[src/rtl/prot_stim_gen_if.sv]
// Request and line bundle for the protocol stimulus generator.
// The master side drives the request; the slave side (the generator) drives status and lines.
interface prot_stim_gen_if #(
    parameter int MAX_BYTES = 2
);
    localparam int NBW = $clog2(MAX_BYTES + 1);

    logic                   strt;
    logic [1:0]             mode;
    logic [NBW-1:0]         nbytes;
    logic [8*MAX_BYTES-1:0] data;
    logic                   pos_edge;
    logic                   busy;
    logic                   done;
    logic                   tx;
    logic                   SS_n;
    logic                   SCLK;
    logic                   MOSI;

    modport master (
        output strt, mode, nbytes, data, pos_edge,
        input  busy, done, tx, SS_n, SCLK, MOSI
    );

    modport slave (
        input  strt, mode, nbytes, data, pos_edge,
        output busy, done, tx, SS_n, SCLK, MOSI
    );
endinterface

[src/rtl/prot_stim_gen.sv]
// Multi-byte UART / SPI trigger stimulus generator.
// The lines are decoded from the registered state, so reset forces them idle at once.
module prot_stim_gen #(
    parameter int BAUD_DIV  = 868,
    parameter int SCLK_DIV  = 32,
    parameter int MAX_BYTES = 2
) (
    input logic              clk,
    input logic              rst_n,
    prot_stim_gen_if.slave   bus
);
    localparam int MAXDIV = (BAUD_DIV > SCLK_DIV) ? BAUD_DIV : SCLK_DIV;
    localparam int CW     = $clog2(MAXDIV);
    localparam int BW     = $clog2(8*MAX_BYTES + 1);
    localparam int NBW    = $clog2(MAX_BYTES + 1);
    localparam int DW     = 8*MAX_BYTES;

    localparam logic [CW-1:0] BAUD_LAST = CW'(BAUD_DIV - 1);
    localparam logic [CW-1:0] SCLK_LAST = CW'(SCLK_DIV - 1);
    localparam logic [CW-1:0] HALF      = CW'(SCLK_DIV / 2);
    localparam logic [CW-1:0] HALF_LAST = CW'(SCLK_DIV / 2 - 1);

    typedef enum logic [2:0] {
        IDLE, UART_BIT, SPI_FP, SPI_BIT, SPI_BP, FIN
    } state_t;

    state_t          state_q, state_d;
    logic [CW-1:0]   cnt_q, cnt_d;
    logic [BW-1:0]   bidx_q, bidx_d;
    logic [BW-1:0]   nbits_q, nbits_d;
    logic [3:0]      fpos_q, fpos_d;
    logic [DW-1:0]   data_q, data_d;
    logic            pos_q, pos_d;

    logic [NBW-1:0]  nb_eff;
    logic [BW-1:0]   req_bits;
    logic            req_null;
    logic            cur_bit;
    logic            busy_c, done_c, tx_c, ss_n_c, sclk_c, mosi_c;

    assign nb_eff   = (bus.nbytes > NBW'(MAX_BYTES)) ? NBW'(MAX_BYTES) : bus.nbytes;
    assign req_bits = BW'(nb_eff) << 3;
    assign req_null = (req_bits == '0) || !((bus.mode == 2'b01) || (bus.mode == 2'b10));
    // Payload bit addressed by the bit index; an out-of-range index reads 0.
    assign cur_bit  = |(data_q & (DW'(1) << bidx_q));

    always_ff @(posedge clk or negedge rst_n) begin
        if (!rst_n) begin
            state_q <= IDLE;
            cnt_q   <= '0;
            bidx_q  <= '0;
            nbits_q <= '0;
            fpos_q  <= '0;
            data_q  <= '0;
            pos_q   <= 1'b0;
        end else begin
            state_q <= state_d;
            cnt_q   <= cnt_d;
            bidx_q  <= bidx_d;
            nbits_q <= nbits_d;
            fpos_q  <= fpos_d;
            data_q  <= data_d;
            pos_q   <= pos_d;
        end
    end

    always_comb begin
        state_d = state_q;
        cnt_d   = cnt_q;
        bidx_d  = bidx_q;
        nbits_d = nbits_q;
        fpos_d  = fpos_q;
        data_d  = data_q;
        pos_d   = pos_q;
        busy_c  = 1'b0;
        done_c  = 1'b0;
        tx_c    = 1'b1;
        ss_n_c  = 1'b1;
        sclk_c  = 1'b1;
        mosi_c  = 1'b0;

        unique case (state_q)
            // FIN doubles as an idle cycle so a request in the done cycle chains directly.
            IDLE, FIN: begin
                done_c  = (state_q == FIN);
                state_d = IDLE;
                if (bus.strt) begin
                    data_d  = bus.data;
                    pos_d   = bus.pos_edge;
                    nbits_d = req_bits;
                    cnt_d   = '0;
                    fpos_d  = '0;
                    if (req_null) begin
                        state_d = FIN;
                    end else if (bus.mode == 2'b01) begin
                        state_d = UART_BIT;
                        bidx_d  = '0;
                    end else begin
                        state_d = SPI_FP;
                        bidx_d  = req_bits - BW'(1);
                    end
                end
            end

            UART_BIT: begin
                busy_c = 1'b1;
                if (fpos_q == 4'd0)      tx_c = 1'b0;
                else if (fpos_q == 4'd9) tx_c = 1'b1;
                else                     tx_c = cur_bit;
                if (cnt_q == BAUD_LAST) begin
                    cnt_d = '0;
                    if (fpos_q == 4'd9) begin
                        fpos_d = '0;
                        if (bidx_q == nbits_q) state_d = FIN;
                    end else begin
                        fpos_d = fpos_q + 4'd1;
                        if (fpos_q != 4'd0) bidx_d = bidx_q + BW'(1);
                    end
                end else begin
                    cnt_d = cnt_q + CW'(1);
                end
            end

            SPI_FP: begin
                busy_c = 1'b1;
                ss_n_c = 1'b0;
                if (cnt_q == HALF_LAST) begin
                    cnt_d   = '0;
                    state_d = SPI_BIT;
                end else begin
                    cnt_d = cnt_q + CW'(1);
                end
            end

            SPI_BIT: begin
                busy_c = 1'b1;
                ss_n_c = 1'b0;
                mosi_c = cur_bit;
                sclk_c = pos_q ? (cnt_q >= HALF) : (cnt_q < HALF);
                if (cnt_q == SCLK_LAST) begin
                    cnt_d = '0;
                    if (bidx_q == '0) state_d = SPI_BP;
                    else              bidx_d  = bidx_q - BW'(1);
                end else begin
                    cnt_d = cnt_q + CW'(1);
                end
            end

            SPI_BP: begin
                busy_c = 1'b1;
                ss_n_c = 1'b0;
                mosi_c = cur_bit;
                if (cnt_q == HALF_LAST) begin
                    cnt_d   = '0;
                    state_d = FIN;
                end else begin
                    cnt_d = cnt_q + CW'(1);
                end
            end

            default: state_d = IDLE;
        endcase
    end

    assign bus.busy = busy_c;
    assign bus.done = done_c;
    assign bus.tx   = tx_c;
    assign bus.SS_n = ss_n_c;
    assign bus.SCLK = sclk_c;
    assign bus.MOSI = mosi_c;
endmodule

[src/flat_wrapper.sv]
// flat-port wrapper written by rule: the top's interface ports become plain ports
module prot_stim_gen_flat 
#(
    parameter int BAUD_DIV  = 868,
    parameter int SCLK_DIV  = 32,
    parameter int MAX_BYTES = 2
)
  (clk, rst_n, bus_strt, bus_mode, bus_nbytes, bus_data, bus_pos_edge, bus_busy, bus_done, bus_tx, bus_SS_n, bus_SCLK, bus_MOSI);
  prot_stim_gen_if #(.MAX_BYTES(MAX_BYTES)) bus_i ();
  input logic clk;
  input logic rst_n;
  input wire logic [$bits(bus_i.strt)-1:0] bus_strt;
  input wire logic [$bits(bus_i.mode)-1:0] bus_mode;
  input wire logic [$bits(bus_i.nbytes)-1:0] bus_nbytes;
  input wire logic [$bits(bus_i.data)-1:0] bus_data;
  input wire logic [$bits(bus_i.pos_edge)-1:0] bus_pos_edge;
  output wire logic [$bits(bus_i.busy)-1:0] bus_busy;
  output wire logic [$bits(bus_i.done)-1:0] bus_done;
  output wire logic [$bits(bus_i.tx)-1:0] bus_tx;
  output wire logic [$bits(bus_i.SS_n)-1:0] bus_SS_n;
  output wire logic [$bits(bus_i.SCLK)-1:0] bus_SCLK;
  output wire logic [$bits(bus_i.MOSI)-1:0] bus_MOSI;
  assign bus_i.strt = bus_strt;
  assign bus_i.mode = bus_mode;
  assign bus_i.nbytes = bus_nbytes;
  assign bus_i.data = bus_data;
  assign bus_i.pos_edge = bus_pos_edge;
  assign bus_busy = bus_i.busy;
  assign bus_done = bus_i.done;
  assign bus_tx = bus_i.tx;
  assign bus_SS_n = bus_i.SS_n;
  assign bus_SCLK = bus_i.SCLK;
  assign bus_MOSI = bus_i.MOSI;
  prot_stim_gen #(.BAUD_DIV(BAUD_DIV), .SCLK_DIV(SCLK_DIV), .MAX_BYTES(MAX_BYTES)) u_core (.clk(clk), .rst_n(rst_n), .bus(bus_i));
endmodule
[config.mk]
export PLATFORM = sky130hd
export DESIGN_NAME = prot_stim_gen_flat
export DESIGN_NICKNAME = d
export VERILOG_FILES = /design/src/rtl/prot_stim_gen_if.sv /design/src/rtl/prot_stim_gen.sv /design/src/flat_wrapper.sv
export SDC_FILE = /design/constraint.sdc
export NUM_CORES = 1
export LEC_CHECK = 0
export BUFFER_PORTS_ARGS = -buffer_cell sky130_fd_sc_hd__buf_2
export CORE_ASPECT_RATIO = 0.5
export CORE_MARGIN = 2
export CORE_UTILIZATION = 55
export CTS_BUF_LIST = sky130_fd_sc_hd__clkbuf_4
export DETAILED_ROUTE_END_ITERATION = 7
export PLACE_DENSITY = 0.76
export SYNTH_ARGS = -nofsm -noshare
export SYNTH_HDL_FRONTEND = slang
export SYNTH_SLANG_ARGS = --single-unit
[constraint.sdc]
create_clock -name clk -period 2.7 [get_ports clk]
set_clock_uncertainty 0.1 [all_clocks]
set_input_delay 0.54 -clock clk [delete_from_list [all_inputs] [get_ports clk]]
set_output_delay 0.54 -clock clk [all_outputs]
set_load 0.005 [all_outputs]
# Yosys cells after proc, flatten, opt, wreduce, memory -nomap -nowiden
# Cells that the tools add are included.
[word_totals] ff_bits=41 in_bits=24
[op_classes] add_sub_neg=5 n_lt_le_gt_ge=3 n_eq_ne=24 shifts=1 muxes=39 n_bitwise=1 n_reduce_logical=22
[op_table] operator="$mux W10" n=4
[op_table] operator="$mux W5" n=8
[op_table] operator="$pmux W10 S4" n=1
[op_table] operator="$mux W3" n=9
[op_table] operator="$and A16 B16 Y16" n=1
[op_table] operator="$ne A2 B1 Y1 const B" n=8
[op_table] operator="$reduce_or A16 Y1" n=1
[op_table] operator="$shl A1 B5 Y16 const A" n=1
[op_table] operator="$pmux W3 S5" n=1
[op_table] operator="$pmux W5 S3" n=1
[op_table] operator="$mux W4" n=3
[op_table] operator="$add A10 B1 Y10 const B" n=1
[op_table] operator="$eq A10 B10 Y1 const B" n=1
[op_table] operator="$eq A10 B4 Y1 const B" n=1
[op_table] operator="$eq A10 B5 Y1 const B" n=1
[op_table] operator="$ge A10 B5 Y1 const B" n=1
[op_table] operator="$logic_not A5 Y1" n=2
[op_table] operator="$lt A10 B5 Y1 const B" n=1
[op_table] operator="$sub A5 B1 Y5 const B" n=2
[op_table] operator="$mux W1" n=9
[op_table] operator="$ne A2 B2 Y1 const B" n=4
[op_table] operator="$pmux W4 S2" n=1
[op_table] operator="$reduce_and A8 Y1" n=1
[op_table] operator="$reduce_bool A4 Y1" n=2
[op_table] operator="other kinds (23)" n=30

# Depth between registers and ports, before layout
[logic_depth] depth_word=7 ltp_mapped=10

# Worst setup path before layout
# OpenSTA, ideal clock, no wires.
[synth_path] kind="register to register" startpoint="register u_core.state_q[2]" endpoint="register u_core.bidx_q[3]" setup_time_ns=0.125 arrival_ns=2.219 path_slack_ns=0.257 stages_incl_launch_ff=11 n_path_buf=2 path_cell_list="dfrtp_1 -> buf_2 -> nand2b_1 -> clkbuf_1 -> nor2_1 -> ha_1 -> a21o_1 -> a21oi_1 -> xor2_1 -> o22ai_1 -> mux2_2"
[synth_between] elab_chain_len=4
[synth_rtl] element="start: declaration" line="prot_stim_gen.sv:27" source="state_t state_q, state_d;"
[synth_rtl] element="start signal: assignment" line="prot_stim_gen.sv:57" source="state_q <= state_d;"
[synth_rtl] element="$eq A3 B3 Y1 or $logic_not A3 Y1 (tied branches)" line="prot_stim_gen.sv:82" source="unique case (state_q)"
[synth_rtl] element="$reduce_or A2 Y1" line="prot_stim_gen.sv:82"
[synth_rtl] element="$ne A2 B2 Y1 (no source line) or $reduce_bool A3 Y1 (tied branches)"
[synth_rtl] element="$reduce_and A8 Y1 (no source line)"
[synth_rtl] element="end signal: assignment" line="prot_stim_gen.sv:59" source="bidx_q <= bidx_d;"
[synth_rtl] element="end: declaration" line="prot_stim_gen.sv:29" source="logic [BW-1:0] bidx_q, bidx_d;"
# Several ways; a longest one is shown, not always the timed one.
# A chain may end at the register's enable or synchronous reset.

# Final worst setup path
[layout_path] startpoint="register u_core.bidx_q[1]" endpoint="output bus_tx"
[layout_between] elab_chain_len=6
[layout_rtl] element="$shl A1 B5 Y16" line="prot_stim_gen.sv:45" source="assign cur_bit = |(data_q & (DW'(1) << bidx_q));"
[layout_rtl] element="$and A16 B16 Y16" line="prot_stim_gen.sv:45"
[layout_rtl] element="$reduce_or A16 Y1" line="prot_stim_gen.sv:45"
[layout_rtl] element="$mux W1" line="prot_stim_gen.sv:108" source="else if (fpos_q == 4'd9) tx_c = 1'b1;"
[layout_rtl] element="$mux W1" line="prot_stim_gen.sv:107" source="if (fpos_q == 4'd0) tx_c = 1'b0;"
[layout_rtl] element="$mux W1" line="prot_stim_gen.sv:82"
[layout_rtl] element="end: declaration" line="flat_wrapper.sv:19" source="output wire logic [$bits(bus_i.tx)-1:0] bus_tx;"
# Every way passes these cells.

==> run_results.csv <==
group,metric,value,unit
floorplanning,chipHeight,53.4,um
pwr,seq_power_share,0.451,
routing,dr.pass1.iters,4,
cts,cts.sink_count,41,
pwr,power_switching,0.000910,W
cells_and_area,final_cells,371,
global_route,grt_pass1_vias,2148,
pwr,switching_share,0.363,
yosys,synth_top_area_cell,"dfrtp_1",
global_route,grtUsageTotal,0.247,
yosys,synth_area,2690,um^2
yosys,synthCells,268,
floorplanning,io_pins,30,
yosys,synth_cell_type_count,60,
timing,period_share,0.971,
cells_and_area,fillers,371,
critical_path,crit_required,2060,ps
routing,drt_iter0_drc,89,
placement,port_buffers,29,
pwr,combPwrFrac,0.378,
yosys,synth_edf_count,0,
critical_path,worstSetupStartpointType,"flop",
cts,clk-insertion-delay-late,370,ps
cts,h-tree-depth,2,
routing,ant_nets,0,
placement,gp_congestion,0.881,
timing,hold_violations,0,
timing,setup_viol,0,
critical_path,path_max_fanout,7,
yosys,yosysWarnings,0,
timing,setup_tns,0,ps
pwr,leakage,1.40,nW
cells_and_area,multi_input_area,1540,um^2
yosys,async_flop_share,1.00,
critical_path,crit_chain,"mux2i_2, mux4_2, nand3_2, o21ai_2, o21bai_1, buf_2",
floorplanning,die_area,5490,um^2
pwr,power.internal,0.00159,W
floorplanning,core-area,4550,um^2
cells_and_area,antenna_cells,0,
placement,hpwl,4.25,mm
yosys,synth.most_common_cell,"dfrtp_1",
timing,worstMarginPinSlew,915,ps
critical_path,crit_path_end_kind,"primary output",
flow_run,maxCapViolCount,0,
yosys,synth_area_leaders,"dfrtp_1, mux2_2, ha_1",
global_route,grt_pass1_wl,10.2,mm
cells_and_area,final_nets,338,
routing,avgViaCountPerCell,5.89,
pwr,worst_ir_drop_vdd,577,uV
pwr,powerDensity,825,nW/um^2
yosys,synthDominantCellAreaShare,0.382,
yosys,syn-num-nets,302,
timing,finalMaxSlewViolations,0,
timing,finalCriticalPeriod,2620,ps
critical_path,arrival,1980,ps
cells_and_area,final_layout_size_suffix_gt1_frac,0.318,
outcome,status,"finished clean",
cts,cts.path.max_buffers,2,
yosys,syn_avg_cell_area,10.0,um^2
yosys,synth_seq_cells,41,
floorplanning,start_util,0.590,
cts,cts_tree,"yes",
cells_and_area,area_delta_synth_final,13.0,%
yosys,synth_ff_type,"dfrtp_1",
cts,hold_buffers,0,
critical_path,cp_slowest_cell,"dfrtp_2",
cells_and_area,fin_util,0.666,
cells_and_area,regArea,1030,um^2
critical_path,crit_type,"flop to primary output",
floorplanning,num_rows,17,
global_route,overflow,0,
routing,totalWireLength,5.96,mm
global_route,grt_max_degree,42,
routing,vias,2184,
placement,dp.cells,358,
cts,cts_buffers,5,
yosys,synth_seq_area_share,0.382,
timing,rsz0062_at_grt,"false",
timing,relSlewSlack,0.390,
cts,root_buffer,"clkbuf_4",
timing,holdWs,190,ps
global_route,antenna_found_initial,0,
routing,drc,0,
timing,max_freq,381,MHz
pwr,pwr-share-clk,0.171,
cts,clk_pin_slew,130,ps
routing,wl_per_cell,16.1,um
pwr,power.total,0.00250,W
floorplanning,dieWidth,103,um
yosys,yosys-top-cells-count,"dfrtp_1, mux2_2, nand2_1, nor2_1, inv_1",
worst_hold_path,hp-class,"primary input to asynchronous set/reset pin",
critical_path,cpPeakStageDelay,490,ps
power groups by stage:
stage,combinational (W),clock [W],sequential (W)
floorplan,0.000707,0,0.00102
global placement,0.000785,0,0.00113
detailed placement,0.000838,0,0.00115
CTS,0.000942,0.000439,0.00111
global route,0.00105,0.000468,0.00117
finish,0.000946,0.000429,0.00113
cell usage in the layout (no fill, tap or decap), drive strengths merged, types with 4 or more instances in the layout:
cell    count
inv        15
buf        42
and3        4
nand2b      7
dfrtp      41
nor3        7
a21o       10
nor3b       6
mux2i       4
nand2      18
nor4        4
o21ai      17
ha          9
mux2       25
a31oi       5
nand3       7
a21oi      11
nor2       18
clkbuf      6
worst max-delay path: cells and delay by family (launching register included):
kind / cells / cell delay, ps
multiplexers: 2 / 660
flip-flops: 1 / 490
AO/OA/AOI/OAI: 2 / 240
AND/OR/NAND/NOR: 1 / 90
buffers and inverters: 1 / 130
routing by layer:
layer / track usage / share of wire
met1: 0.333 / 0.48
met2: 0.400 / 0.46
met3: 0.0528 / 0.043
met4: 0.0811 / 0.018
met5: 0 / 0
layout make-up:
type                       instances  share of cell area
clock inverter                     2              0.0128
multi-input combinational        199               0.507
sequential                        41               0.339
inverter                          15              0.0186
clock buffer                       6              0.0149
timing repair buffer              42              0.0800
tap                               66              0.0272
registers in the layout, summed over array words and instances, names as in the netlist:
register	cells
u_core.nbits_q	2
u_core.pos_q	1
u_core.fpos_q	4
u_core.bidx_q	5
u_core.state_q	3
u_core.cnt_q	10
u_core.data_q	16
stage by stage:
stage	instance area (um^2)	setup slack, ps
after floorplan	2690	257
after global placement	2890	349
after detailed placement	2890	211
after CTS	3020	25.7
after global routing	3030	5.18
final	3030	77.4
logic make-up after synthesis:
family,synth area share
AO/OA/AOI/OAI,0.168
XOR/XNOR,0.0163
adder cells (fa/ha/maj),0.0494
buffers and inverters,0.0513
flip-flops,0.382
multiplexers,0.128
AND/OR/NAND/NOR,0.205
path summary, 6_finish.rpt:
kind / from / endpoint / slack, ps / depth (start not counted)
worst max-delay path: u_core.bidx_q[1] / bus_tx / 80 / 6
worst min-delay path: rst_n / u_core.data_q[9] / 190 / 1
worst max register to register: u_core.cnt_q[0] / u_core.cnt_q[5] / 240 / 6
worst min register to register: u_core.data_q[14] / u_core.data_q[14] / 420 / 1
max in group asynchronous: rst_n / u_core.bidx_q[0] / 1680 / 1
min in group clk: bus_data[1] / u_core.data_q[1] / 300 / 2
what timing repair did:
| action | 4_1_cts | 5_1_grt |
|---|---|---|
| gates resized for setup | 3 | 4 |
| pin swaps | 1 | 1 |
| endpoints found under the setup margin | 2 | 2 |
| buffers inserted | 6 | 0 |
(Power assumes the default switching activity.)
